===== src/rtl/gobang_pkg.sv =====
// gobang_pkg: shared board constants, result/direction codes and scanner state encoding.
package gobang_pkg;
  localparam int BOARD_SIZE = 15;
  localparam int CELL_COUNT = BOARD_SIZE * BOARD_SIZE;
  localparam logic [1:0] RES_NONE  = 2'd0;
  localparam logic [1:0] RES_BLACK = 2'd1;
  localparam logic [1:0] RES_WHITE = 2'd2;
  localparam logic [1:0] RES_DRAW  = 2'd3;
  localparam logic [1:0] DIR_ROW  = 2'd0;
  localparam logic [1:0] DIR_COL  = 2'd1;
  localparam logic [1:0] DIR_DIAG = 2'd2;
  localparam logic [1:0] DIR_ANTI = 2'd3;
  typedef enum logic [1:0] {IDLE, SCAN, DONE} state_e;
endpackage


===== src/rtl/gobang_five_detect.sv =====
// gobang_five_detect: flags five or more consecutive stones through the centre of a 9-cell window.
module gobang_five_detect (
  input  logic [8:0] win_i,
  output logic       hit_o
);
  assign hit_o = (&win_i[4:0]) | (&win_i[5:1]) | (&win_i[6:2]) | (&win_i[7:3]) | (&win_i[8:4]);
endmodule


===== src/rtl/gobang_win_scanner.sv =====
// gobang_win_scanner: sweeps the board one cell per clock and reports the first five-in-a-row or a draw.
module gobang_win_scanner
  import gobang_pkg::*;
#(
  parameter int BOARD_SIZE  = 15,
  parameter bit STOP_ON_WIN = 1'b1
) (
  input  logic       clk,
  input  logic       rst,
  input  logic       start,
  output logic [3:0] consider_i,
  output logic [3:0] consider_j,
  input  logic [8:0] black_i,
  input  logic [8:0] black_j,
  input  logic [8:0] black_ij,
  input  logic [8:0] black_ji,
  input  logic [8:0] white_i,
  input  logic [8:0] white_j,
  input  logic [8:0] white_ij,
  input  logic [8:0] white_ji,
  output logic       busy,
  output logic       done,
  output logic [1:0] result,
  output logic [3:0] win_i,
  output logic [3:0] win_j,
  output logic [1:0] win_dir
);
  localparam logic [7:0] CELLS = 8'(BOARD_SIZE * BOARD_SIZE);
  localparam logic [3:0] LAST  = 4'(BOARD_SIZE - 1);
  state_e          state_q;
  logic [3:0]      ci_q, cj_q, wi_q, wj_q;
  logic [7:0]      cnt_q, cnt_d;
  logic [1:0]      res_q, dir_q, hit_res, hit_dir;
  logic [7:0][8:0] wins;
  logic [7:0]      hits;
  logic            last_cell, record;
  // Index order encodes priority: black before white, then row/col/diag/anti.
  assign wins = {white_ji, white_ij, white_j, white_i, black_ji, black_ij, black_j, black_i};
  for (genvar g = 0; g < 8; g++) begin : g_det
    gobang_five_detect u_det (.win_i(wins[g]), .hit_o(hits[g]));
  end
  always_comb begin
    hit_res = RES_NONE;
    hit_dir = DIR_ROW;
    for (int k = 7; k >= 0; k--) begin
      if (hits[k]) begin
        hit_res = k < 4 ? RES_BLACK : RES_WHITE;
        hit_dir = 2'(k);
      end
    end
    cnt_d     = cnt_q + 8'(black_i[4] | white_i[4]);
    last_cell = ci_q == LAST && cj_q == LAST;
    record    = |hits && res_q == RES_NONE;
  end
  always_ff @(posedge clk or negedge rst) begin
    if (!rst) begin
      state_q <= IDLE;
      ci_q    <= '0;
      cj_q    <= '0;
      cnt_q   <= '0;
      res_q   <= RES_NONE;
      wi_q    <= '0;
      wj_q    <= '0;
      dir_q   <= DIR_ROW;
    end else begin
      case (state_q)
        IDLE: if (start) begin
          state_q <= SCAN;
          ci_q    <= '0;
          cj_q    <= '0;
          cnt_q   <= '0;
          res_q   <= RES_NONE;
          wi_q    <= '0;
          wj_q    <= '0;
          dir_q   <= DIR_ROW;
        end
        SCAN: begin
          cnt_q <= cnt_d;
          cj_q  <= cj_q == LAST ? 4'd0 : cj_q + 4'd1;
          if (cj_q == LAST) ci_q <= ci_q + 4'd1;
          if (record) begin
            res_q <= hit_res;
            wi_q  <= ci_q;
            wj_q  <= cj_q;
            dir_q <= hit_dir;
          end else if (last_cell && res_q == RES_NONE && cnt_d == CELLS) begin
            res_q <= RES_DRAW;
          end
          if ((record && STOP_ON_WIN) || last_cell) state_q <= DONE;
        end
        default: state_q <= IDLE;
      endcase
    end
  end
  assign consider_i = ci_q;
  assign consider_j = cj_q;
  assign busy       = state_q == SCAN;
  assign done       = state_q == DONE;
  assign result     = res_q;
  assign win_i      = wi_q;
  assign win_j      = wj_q;
  assign win_dir    = dir_q;
endmodule


===== config.mk =====
export PLATFORM = sky130hd
export DESIGN_NAME = gobang_win_scanner
export DESIGN_NICKNAME = d
export VERILOG_FILES = /design/src/rtl/gobang_pkg.sv /design/src/rtl/gobang_five_detect.sv /design/src/rtl/gobang_win_scanner.sv
export SDC_FILE = /design/constraint.sdc
export NUM_CORES = 1
export LEC_CHECK = 0
export CAP_MARGIN = 20
export CORE_UTILIZATION = 39
export CTS_CLUSTER_SIZE = 25
export DETAILED_ROUTE_END_ITERATION = 8
export PLACE_DENSITY = 0.8
export SYNTH_ARGS = -nofsm -noshare
export SYNTH_HDL_FRONTEND = slang
export SYNTH_SLANG_ARGS = --single-unit

===== constraint.sdc =====
create_clock -name clk -period 2.56 [get_ports clk]
set_clock_uncertainty 0.1 [all_clocks]
set_input_delay 0.512 -clock clk [delete_from_list [all_inputs] [get_ports clk]]
set_output_delay 0.512 -clock clk [all_outputs]
set_load 0.01 [all_outputs]

-- Yosys cells after proc, flatten, opt, wreduce, memory -nomap -nowiden
Cells that the tools add are included.
- $add $sub $neg: 3
- eq/ne operators: 10
- muxes and demuxes: 36
- bitwise gates (word level): 33
- reduce and logical (&&, ||, !) cells: 54
- operator list (operator ; count):
    $reduce_and 5->1 ; 40
    $mux 2 ; 22
    $or 1x1->1 ; 33
    $pmux 4 s2 ; 4
    $mux 4 ; 5
    $pmux 8 s2 ; 1
    $pmux 2 s2 ; 3
    $reduce_and 3->1 ; 3
    $add 4x1->4 const B ; 2
    $add 8x1->8 ; 1
    $eq 4x4->1 const B ; 2
    $eq 8x8->1 const B ; 1
    $mux 8 ; 1
    $reduce_or 8->1 ; 1
    $ne 2x1->1 const B ; 3
    $logic_and 1x1->1 ; 4
    $logic_not 2->1 ; 2
    $reduce_and 2->1 ; 2
    $ne 3x1->1 const B ; 1
    $eq 2x1->1 const B ; 1
    $eq 2x2->1 const B ; 1
    $ne 2x2->1 const B ; 1
    $reduce_bool 2->1 ; 1
    $logic_or 1x1->1 ; 1
- register bits after elaboration: 30
- input port bits: 75
- output and inout bits: 22
- logic and storage cells: 144

-- Logic depth before layout (Yosys ltp)
- word-level depth: 15
- gate-level depth with buffers: 9
- gate-level depth less buffers: 9

-- By module
A second synthesis with hierarchy kept.
- cell total of the unflattened synthesis: 218
- area, all modules: 1916.8 um^2
- by module, submodules not included (module ; times used ; cells each ; area an instance (um^2) ; sequential area each (um^2)):
    gobang_win_scanner ; 1 ; 178 ; 1636.6 ; 750.7
    gobang_five_detect ; 8 ; 5 ; 35.0 ; 0.0

-- Least setup slack after synthesis
No wires, ideal clock.
- kind: input -> register
- start point: in black_i[4]
- end point: reg res_q[1] (netlist: result[1])
- library setup time: 0.125 ns
- arrival time: 2.419 ns
- data required time: 2.335 ns
- setup slack: -0.084 ns
- cell stages on the path: 9
- buffers on the path: 0
- path through: or2_2 ha_1 ha_1 and3_1 nand3_1 xor2_1 a2111oi_4 a211oi_2 mux2_4
- word-level cells in the longest chain between the ends: 9
- elaborated cells on any way between the ends: 20
- those cells by class: 1 x add/sub; 2 x eq/ne; 3 x mux; 5 x bitwise; 9 x reduce/logical
- RTL lines (what ; line ; RTL):
    from (decl) ; gobang_win_scanner.sv:13 ; input logic [8:0] black_i,
    branches (longest 9 deep; another with $add 8x1->8) ; n/a ;
    to (signal assigned) ; gobang_win_scanner.sv:82 ; res_q <= hit_res;
    to (decl) ; gobang_win_scanner.sv:33 ; logic [1:0] res_q, dir_q, hit_res, hit_dir;
Parallel ways; which one is timed is not known.
A chain may end at the register's enable or synchronous reset.

-- Worst setup path in the final report
- start point: in white_i[4]
- end point: reg res_q[1] (netlist: result[1])
- word-level cells in the longest chain between the ends: 12
- elaborated cells on any way between the ends: 24
- those cells by class: 1 x add/sub; 2 x eq/ne; 7 x mux; 5 x bitwise; 9 x reduce/logical
- RTL lines (what ; line ; RTL):
    from (decl) ; gobang_win_scanner.sv:17 ; input logic [8:0] white_i,
    $reduce_and 5->1 ; gobang_five_detect.sv:6 ; assign hit_o = (&win_i[4:0]) | (&win_i[5:1]) | (&win_i[6:2]) | (&win_i[7:3]) | (&win_i[8:4]);
    $or 1x1->1 (4 in series) ; gobang_five_detect.sv:6 ;
    $mux 2 (5 in series) ; gobang_win_scanner.sv:46 ; if (hits[k]) begin
    $mux 2 ; gobang_win_scanner.sv:81 ; if (record) begin
    $pmux 2 s2 ; gobang_win_scanner.sv:66 ; case (state_q)
Parallel ways exist; a longest one is shown, timed or not.

==> impl_metrics.tcl <==
set metrics [dict create \
    diodes 0 \
    cts_tree "yes" \
    finalSetupViolations 0 \
    grtUsageTotal 0.2384 \
    synth_top_area_frac 0.4202 \
    core_area_um2 4384 \
    ys.flop_type "dfrtp_1" \
    io_pins 97 \
    postSynthCellCount 188 \
    critical_path.top_delay_family "simple AND/OR/NAND/NOR gates" \
    netlist_area_um2 1787 \
    path_class "in -> reg" \
    p_total_mw 1.942 \
    synth_cell_types 41 \
    grt_pass1_vias 1986 \
    die_y_um 69.69 \
    slowest_stage "mux2_4" \
    place_congestion 0.7727 \
    cpMostUsedCell "ha_4" \
    yosysMostFrequentCell "dfrtp_1" \
    final_util 0.7112 \
    routed_wl_mm 5.468 \
    worstPathArrival_ns 2.50 \
    grtUsageMet2 0.4078 \
    path_max_fanout 5 \
    powerDensity_nw_per_um2 622.8 \
    grt_max_degree 31 \
    routed_via_density 5.551 \
    pre_cts_slack_ns -0.5559 \
    synth-seq-cells 30 \
    relSlewSlack 0.7110 \
    status "complete, no violations" \
    fmax_ghz 0.4110 \
    placementRows 24 \
    rsz0062_at_grt "no" \
    cts.path.max_buffers 2 \
    grt_antenna_before_repair 0 \
    slowest_delay_ns 0.32 \
    syn_nets 269 \
    leakagePower_nw 1.268 \
    use_met1 0.2889 \
    cp_num_buf_inv 1 \
    yosysWarnings 0 \
    tightest_slew_ns 0.4332 \
    use_met3 0.06541 \
    ys_top_cells_by_area "dfrtp_1, o21ai_0, a22o_1, ha_1, a32oi_1" \
    ir_worst_vdd_mv 0.6402 \
    crit_chain "dlygate4sd2_1 > or2_4 > ha_4 > ha_4 > and3_4 > nand3_4 > xor2_4 > a2111oi_4 > a211oi_2 > mux2_4" \
    cts_sinks 30 \
    dieArea_um2 4856 \
    hold_viol 0 \
    nNetsFinal 392 \
    cts_buffers 5 \
    hp-class "reg -> reg" \
    end_kind "flop" \
    min_period_ns 2.433 \
    wl_per_cell_um 15.06 \
    holdBufCountCts 0 \
    drive_above_1_share 0.1511 \
    dr.pass1.iters 4 \
    synth_seq_area_share 0.4202 \
    fin_hold_ws_ns 0.4032 \
    drt_iter0_markers 46 \
    detail-route-antenna-nets 0 \
    top_usage_layer "met2" \
    areaGrowthSynthToFinish_pct 74.51 \
    dieWidth_um 69.69 \
    numPortBuffers 96 \
    setup_ws_ns 0.1271 \
    hpwl_mm 4.260 \
    cp.required_ns 2.63 \
    finalCritPeriodShare 0.9503 \
    initial_core_util 0.4075 \
    clock-root-buffer "clkbuf_8" \
    startpoint_type "input port" \
    synthTopCellsByCount "dfrtp_1, o21ai_0, nor2_1" \
    clock_latency_ns 0.28 \
    clk_pin_slew_ns 0.06 \
    grt_overflow_total 0 \
    synth_top_cell_by_area "dfrtp_1" \
    post-route-drc-count 0 \
    maxSlewViolCount 0 \
    drv_cap 0 \
    async_reset_ff_frac 1.000 \
    synth-edff-count 0 \
    grt_pass1_wl_mm 9.273 \
    vias 2015 \
    postSynthAreaPerCell_um2 9.504 \
    htree_levels 2 \
]
## flip-flops by register name, indices dropped and copies added, names as in the netlist
signal and count:
cnt_q 8, consider_i 4, consider_j 4, win_i 4, win_j 4, result 2
state_q 2, win_dir 2
## cells by family after synthesis
kind of cell	count (synthesis)	share of synthesized area
compound gates	70	0.2892
simple gates	65	0.1800
fa+ha+maj	6	0.04202
xor+xnor	5	0.02871
mux	2	0.01400
buf+inv	10	0.02591
flops	30	0.4202
## layout make-up
type	instances	area, µm²
clock inverter	2	10.01
tap	52	65.06
sequential	30	750.7
clock buffer	5	68.82
timing repair buffer	121	1146
multi-input combinational	148	1059
inverter	5	18.77
fill	368	1266
## worst paths after layout
path                            startpoint             to  slack (ns)  cells after the start
worst max-delay path            white_i[4]      result[1]        0.13                     10
worst min-delay path              win_j[1]       win_j[1]        0.40                      1
worst min register to register    win_j[1]       win_j[1]        0.40                      1
min in group asynchronous              rst       cnt_q[0]        0.52                      2
worst max register to register    cnt_q[0]      result[1]        0.43                      8
max in group asynchronous              rst  consider_i[2]        1.56                      2
## routing by layer
metal | share of wire | up-vias
li1 | - | 978
met1 | 0.41 | 951
met2 | 0.49 | 78
met3 | 0.083 | 8
met4 | 0.016 | 0
met5 | 0 | -
## per-stage QoR
stage	cells	cell area (µm²)	setup TNS (ns)
finish	363	3118	0
global route	363	3118	0
CTS	363	3118	0
detailed placement	354	2965	-1.818
global placement	354	2965	-1.648
floorplan	188	1794	0
## placed cells by master, fill, tap and decap left out, types with 2 or more instances in the layout
cell             instances
clkdlybuf4s50_1         94
dfrtp_1                 30
buf_4                   25
o21ai_0                 20
nor2_1                  16
nand2_1                 15
nor3_1                  11
a22o_1                  11
a21oi_1                  9
a32oi_1                  8
o221ai_1                 8
inv_1                    5
nand3_1                  5
clkbuf_8                 5
ha_1                     4
o21bai_1                 3
and3_4                   3
xor2_1                   3
nand4_1                  3
and2_1                   2
or3_1                    2
a31oi_1                  2
ha_4                     2
clkinv_2                 2
dlygate4sd2_1            2
## worst reg2reg max path, cell delays in order, from the launching register on
cell       delay (ns)
dfrtp_1          0.38
ha_4             0.16
ha_4             0.15
and3_4           0.21
nand3_4          0.10
xor2_4           0.21
a2111oi_4        0.31
a211oi_2         0.10
mux2_4           0.30
## timing repair
action,4_1_cts,5_1_grt
setup endpoints to repair,2,0
buffers inserted,2,0
resized for setup,13,0
## power breakdown
group / internal [mW] / switching [mW]
combinational: 0.492 / 0.394
sequential: 0.577 / 0.124
clock: 0.182 / 0.173
total: 1.25 / 0.691
No activity file was read; power rests on OpenSTA's default activity.
==> patch 1, RTL diff (config.mk and constraints unchanged) <==
Change the parameter `STOP_ON_WIN` from 1'b1 to 1'b0.
--- a/src/rtl/gobang_win_scanner.sv
+++ b/src/rtl/gobang_win_scanner.sv
@@ -3,7 +3,7 @@
   import gobang_pkg::*;
 #(
   parameter int BOARD_SIZE  = 15,
-  parameter bit STOP_ON_WIN = 1'b1
+  parameter bit STOP_ON_WIN = 1'b0
 ) (
   input  logic       clk,
   input  logic       rst,
Formal check against the unedited RTL: not equivalent (Yosys sat finds a counterexample within 4 cycles, from zero or initial values and one cycle with rst low).
==> patch 1 against the unedited design <==
Register-to-register slack got worse by 80 ps. Sequential cell count unchanged. Area after synthesis increased by 0.28%. Core utilization decreased by 2.1 points. Non-clock buffer count decreased by 11. Count of clock-buffer cells in the layout unchanged. Global-route usage fell by 1.0 points. Sequential power grew 27%. Setup slack got worse by 32 ps. Cell area fell by 3.0%. Routed wire length decreased by 6.6%. Power is 16% higher. Maximum frequency shrank 1.3%.
==> patch 1: results <==
group,metric,value,unit
yosys,syn-num-nets,272,
yosys,yosys-top-cells-area,"dfrtp_1 (42%), o21ai_0 (5.9%), a22o_1 (4.9%), ha_1 (4.2%), a32oi_1 (3.9%)",
final_layout,clkCellAreaFrac,2.61,%
worst_setup_path,worst-path-max-fanout,4,
final_layout,multi_input_area_share,34.5,%
final_layout,drive_gt1_share,11.2,%
power,peakVddDrop,0.295,mV
yosys,async_flop_share,100,%
drt,viasPerCell,5.60,
global_routing,grt_use_met1,24.6,%
final_layout,nonClkBufAreaFrac,35.3,%
final_layout,comb.multi_input.count,152,
global_routing,grt_pass1_vias,2021,
clocking,clk_pin_slew,60,ps
power,power_per_cell_area,747,nW/um^2
yosys,synth_common_cells,"dfrtp_1 (30), o21ai_0 (21), nand2_1 (18), nor2_1 (14), a21oi_1 (13)",
run_status,status,"complete, no violations",
drt,dr_wl_met2,2710,um
drt,dr.first_iter.drc_count,111,
final_layout,buffers,110,
global_routing,met3_usage,5.23,%
drt,finalWirelength,5110,um
yosys,synth_xor_area_share,1.47,%
placed_design,finalWeightedCongestion,0.846,
clocking,ctsResizeCount,5,
sta,hold_ws,398,ps
global_routing,grt.total_usage,22.8,%
global_routing,grt_use_met2,41.9,%
yosys,synth_cell_types,43,
global_routing,grt_pass1_wl,8850,um
placed_design,dpl_cell_area,2940,sq um
sta,slew_headroom,67.5,%
worst_setup_path,r2r_slack,350,ps
worst_setup_path,critPathArrivalTime,2540,ps
power,leakagePower,0.00119,uW
clocking,cts_setup_buffers,0,
final_layout,nNetsFinal,385,
drt,wl_met1,1970,um
yosys,synthMuxAreaShare,2.09,%
==> patch 1: worst max path at each step <==
stage	slack (ps)	cells after the start	to
global placement	-440	10	result[0]
finish	90	10	result[1]
floorplan	40	9	result[0]
CTS	6	10	result[1]
detailed placement	-470	10	result[1]
global route	10	10	result[1]
==> patch 1: metrics by stage <==
stage / std cells / setup slack (ps)
after global routing: 356 / 13.8
after CTS: 356 / 5.83
after floorplan: 191 / 39.4
after detailed placement: 349 / -473
final: 356 / 94.7
after global placement: 349 / -439
==> patch 1: worst max-delay path, stage by stage <==
cell and delay (ps):
clkdlybuf4s15_2 190, or2_4 260, ha_4 160, ha_4 160, or2b_1 210, mux2_4 260
o22a_1 240, nor4_4 150, nor3_2 80, mux2_1 310
==> patch 1: where the power goes <==
part,internal [uW],switching [uW],leakage (uW),total [uW]
logic,616,387,0.000769,1000
clock network,182,183,0.0000438,365
registers,661,230,0.000374,890
==> patch 2, RTL diff (config.mk and constraints unchanged) <==
Made on the original files. Encoding of `state_e`: now one-hot (3 bits for 3 states).
--- a/src/rtl/gobang_pkg.sv
+++ b/src/rtl/gobang_pkg.sv
@@ -10,6 +10,6 @@
   localparam logic [1:0] DIR_COL  = 2'd1;
   localparam logic [1:0] DIR_DIAG = 2'd2;
   localparam logic [1:0] DIR_ANTI = 2'd3;
-  typedef enum logic [1:0] {IDLE, SCAN, DONE} state_e;
+  typedef enum logic [2:0] {IDLE = 3'b001, SCAN = 3'b010, DONE = 3'b100} state_e;
 endpackage
 
Check against the original RTL: same outputs for any inputs over 10 cycles, from zero or initial values and one cycle with rst low; not proved beyond that.
==> patch 2 against the unedited design <==
Register-to-register slack improved by 110 ps. Core utilization down 1.2 points. Maximum frequency decreased by 2.8%. Cell area rose by 0.96%. Sequential cell count increased by 1. Count of clock-buffer cells in the layout rose by 3. Routed wire length is 9.7% higher. Area after synthesis is 5.8% higher. Critical path depth shrank 1. First-iteration DRC count up 120%. Die area is 5.6% higher. Setup slack got worse by 71 ps. Power decreased by 7.6%.
==> patch 2: results <==
group,metric,value,unit
run_status,status,"complete, no violations",
yosys,syn-num-nets,283,
hold_path,min_from,"win_i[3]",
yosys,yosys-top-cells-area,"dfrtp_1 (40%), o21ai_0 (5.6%), a32o_1 (4.8%), nand2_1 (4.2%), ha_1 (4.0%)",
drt,vias,2168,
yosys,ys_seq_area_share,41.1,%
placed_design,dpl.hpwl,4620,um
power,leakagePower,0.00125,uW
worst_setup_path,r2r_start,"consider_j[0]",
placed_design,place_ws,-205,ps
global_routing,grt_max_degree,20,
worst_setup_path,critPathArrivalTime,2630,ps
worst_setup_path,critPathLaunch,"black_i[4]",
global_routing,grt_pass1_wl,9550,um
placed_design,dpl_cell_area,3020,sq um
global_routing,grt_pass1_vias,2071,
worst_setup_path,cp_slowest_cell,"clkdlybuf4s50_1",
drt,finalWirelength,6000,um
yosys,syn_area_per_cell,9.36,sq um
final_layout,n_fill_cell,352,
final_layout,drive_gt1_share,11.9,%
worst_setup_path,max_stage_delay,420,ps
placed_design,finalWeightedCongestion,0.885,
drt,dr.first_iter.drc_count,101,
final_layout,finalNonFillerCells,370,
placed_design,place_inst,361,
global_routing,grt_overflow,0,
floorplan,die_w,71.6,um
yosys,synth_cell_types,43,
sta,slew_headroom,56.4,%
final_layout,nNetsFinal,398,
yosys,synth_common_cells,"dfrtp_1 (30), nand2_1 (21), o21ai_0 (21), a21oi_1 (14), nor3_1 (10)",
worst_setup_path,reg2reg_depth,7,
patch 2: cell families after synthesis:
group	Yosys count	share of synthesized area [%]
adders and majority gates	6	3.97
DFF	31	41.1
xor gates and xnor gates	6	2.78
and+or+nand+nor	68	18.9
buffers and inverters	12	2.91
AOI/OAI and AO/OA	79	30.4
patch 2: path summary, 6_finish.rpt:
path | endpoint | slack [ps]
worst max-delay path | result[0] | 60
worst min-delay path | win_i[3] | 420
worst max register to register | result[0] | 540
worst min register to register | win_i[3] | 420
max in group asynchronous | win_dir[0] | 1300
min in group asynchronous | consider_j[0] | 520
patch 2: per-layer routing:
layer	track usage, %	vias to the layer above	part of all wire (%)
met5	0	-	0
met2	41.1	98	48
li1	-	1029	-
met4	6.97	0	1.1
met3	6.33	8	9.4
met1	29.3	1033	41
patch 2: worst reg2reg max path: stages, from the launching register on:
cell       delay (ps)
dfrtp_1           480
inv_1             100
ha_1              150
nand3_1            90
or2_2             340
nand4b_1          220
a2111oi_2         340
o21a_1            150
patch 2: area by class of cell:
| class | instances | area (sq um) | share of cell area (%) |
|---|---|---|---|
| Tap cell | 52 | 65.1 | 2.07 |
| Multi-Input combinational cell | 159 | 1080 | 34.3 |
| Inverter | 7 | 26.3 | 0.835 |
| Timing Repair Buffer | 113 | 1100 | 35.0 |
| Sequential cell | 31 | 777 | 24.7 |
| Clock buffer | 8 | 100 | 3.18 |
patch 2: where the power goes:
group | switching [uW] | internal, uW | total [uW]
sequential | 87.4 | 562 | 650
combinational | 365 | 349 | 713
clock | 185 | 245 | 430
patch 2: what timing repair did:
action                     CTS  global route
setup endpoints to repair    0             2
hold endpoints to repair     0             0
resized for setup            0             4
setup buffers                0             1
hold buffers                 0             0
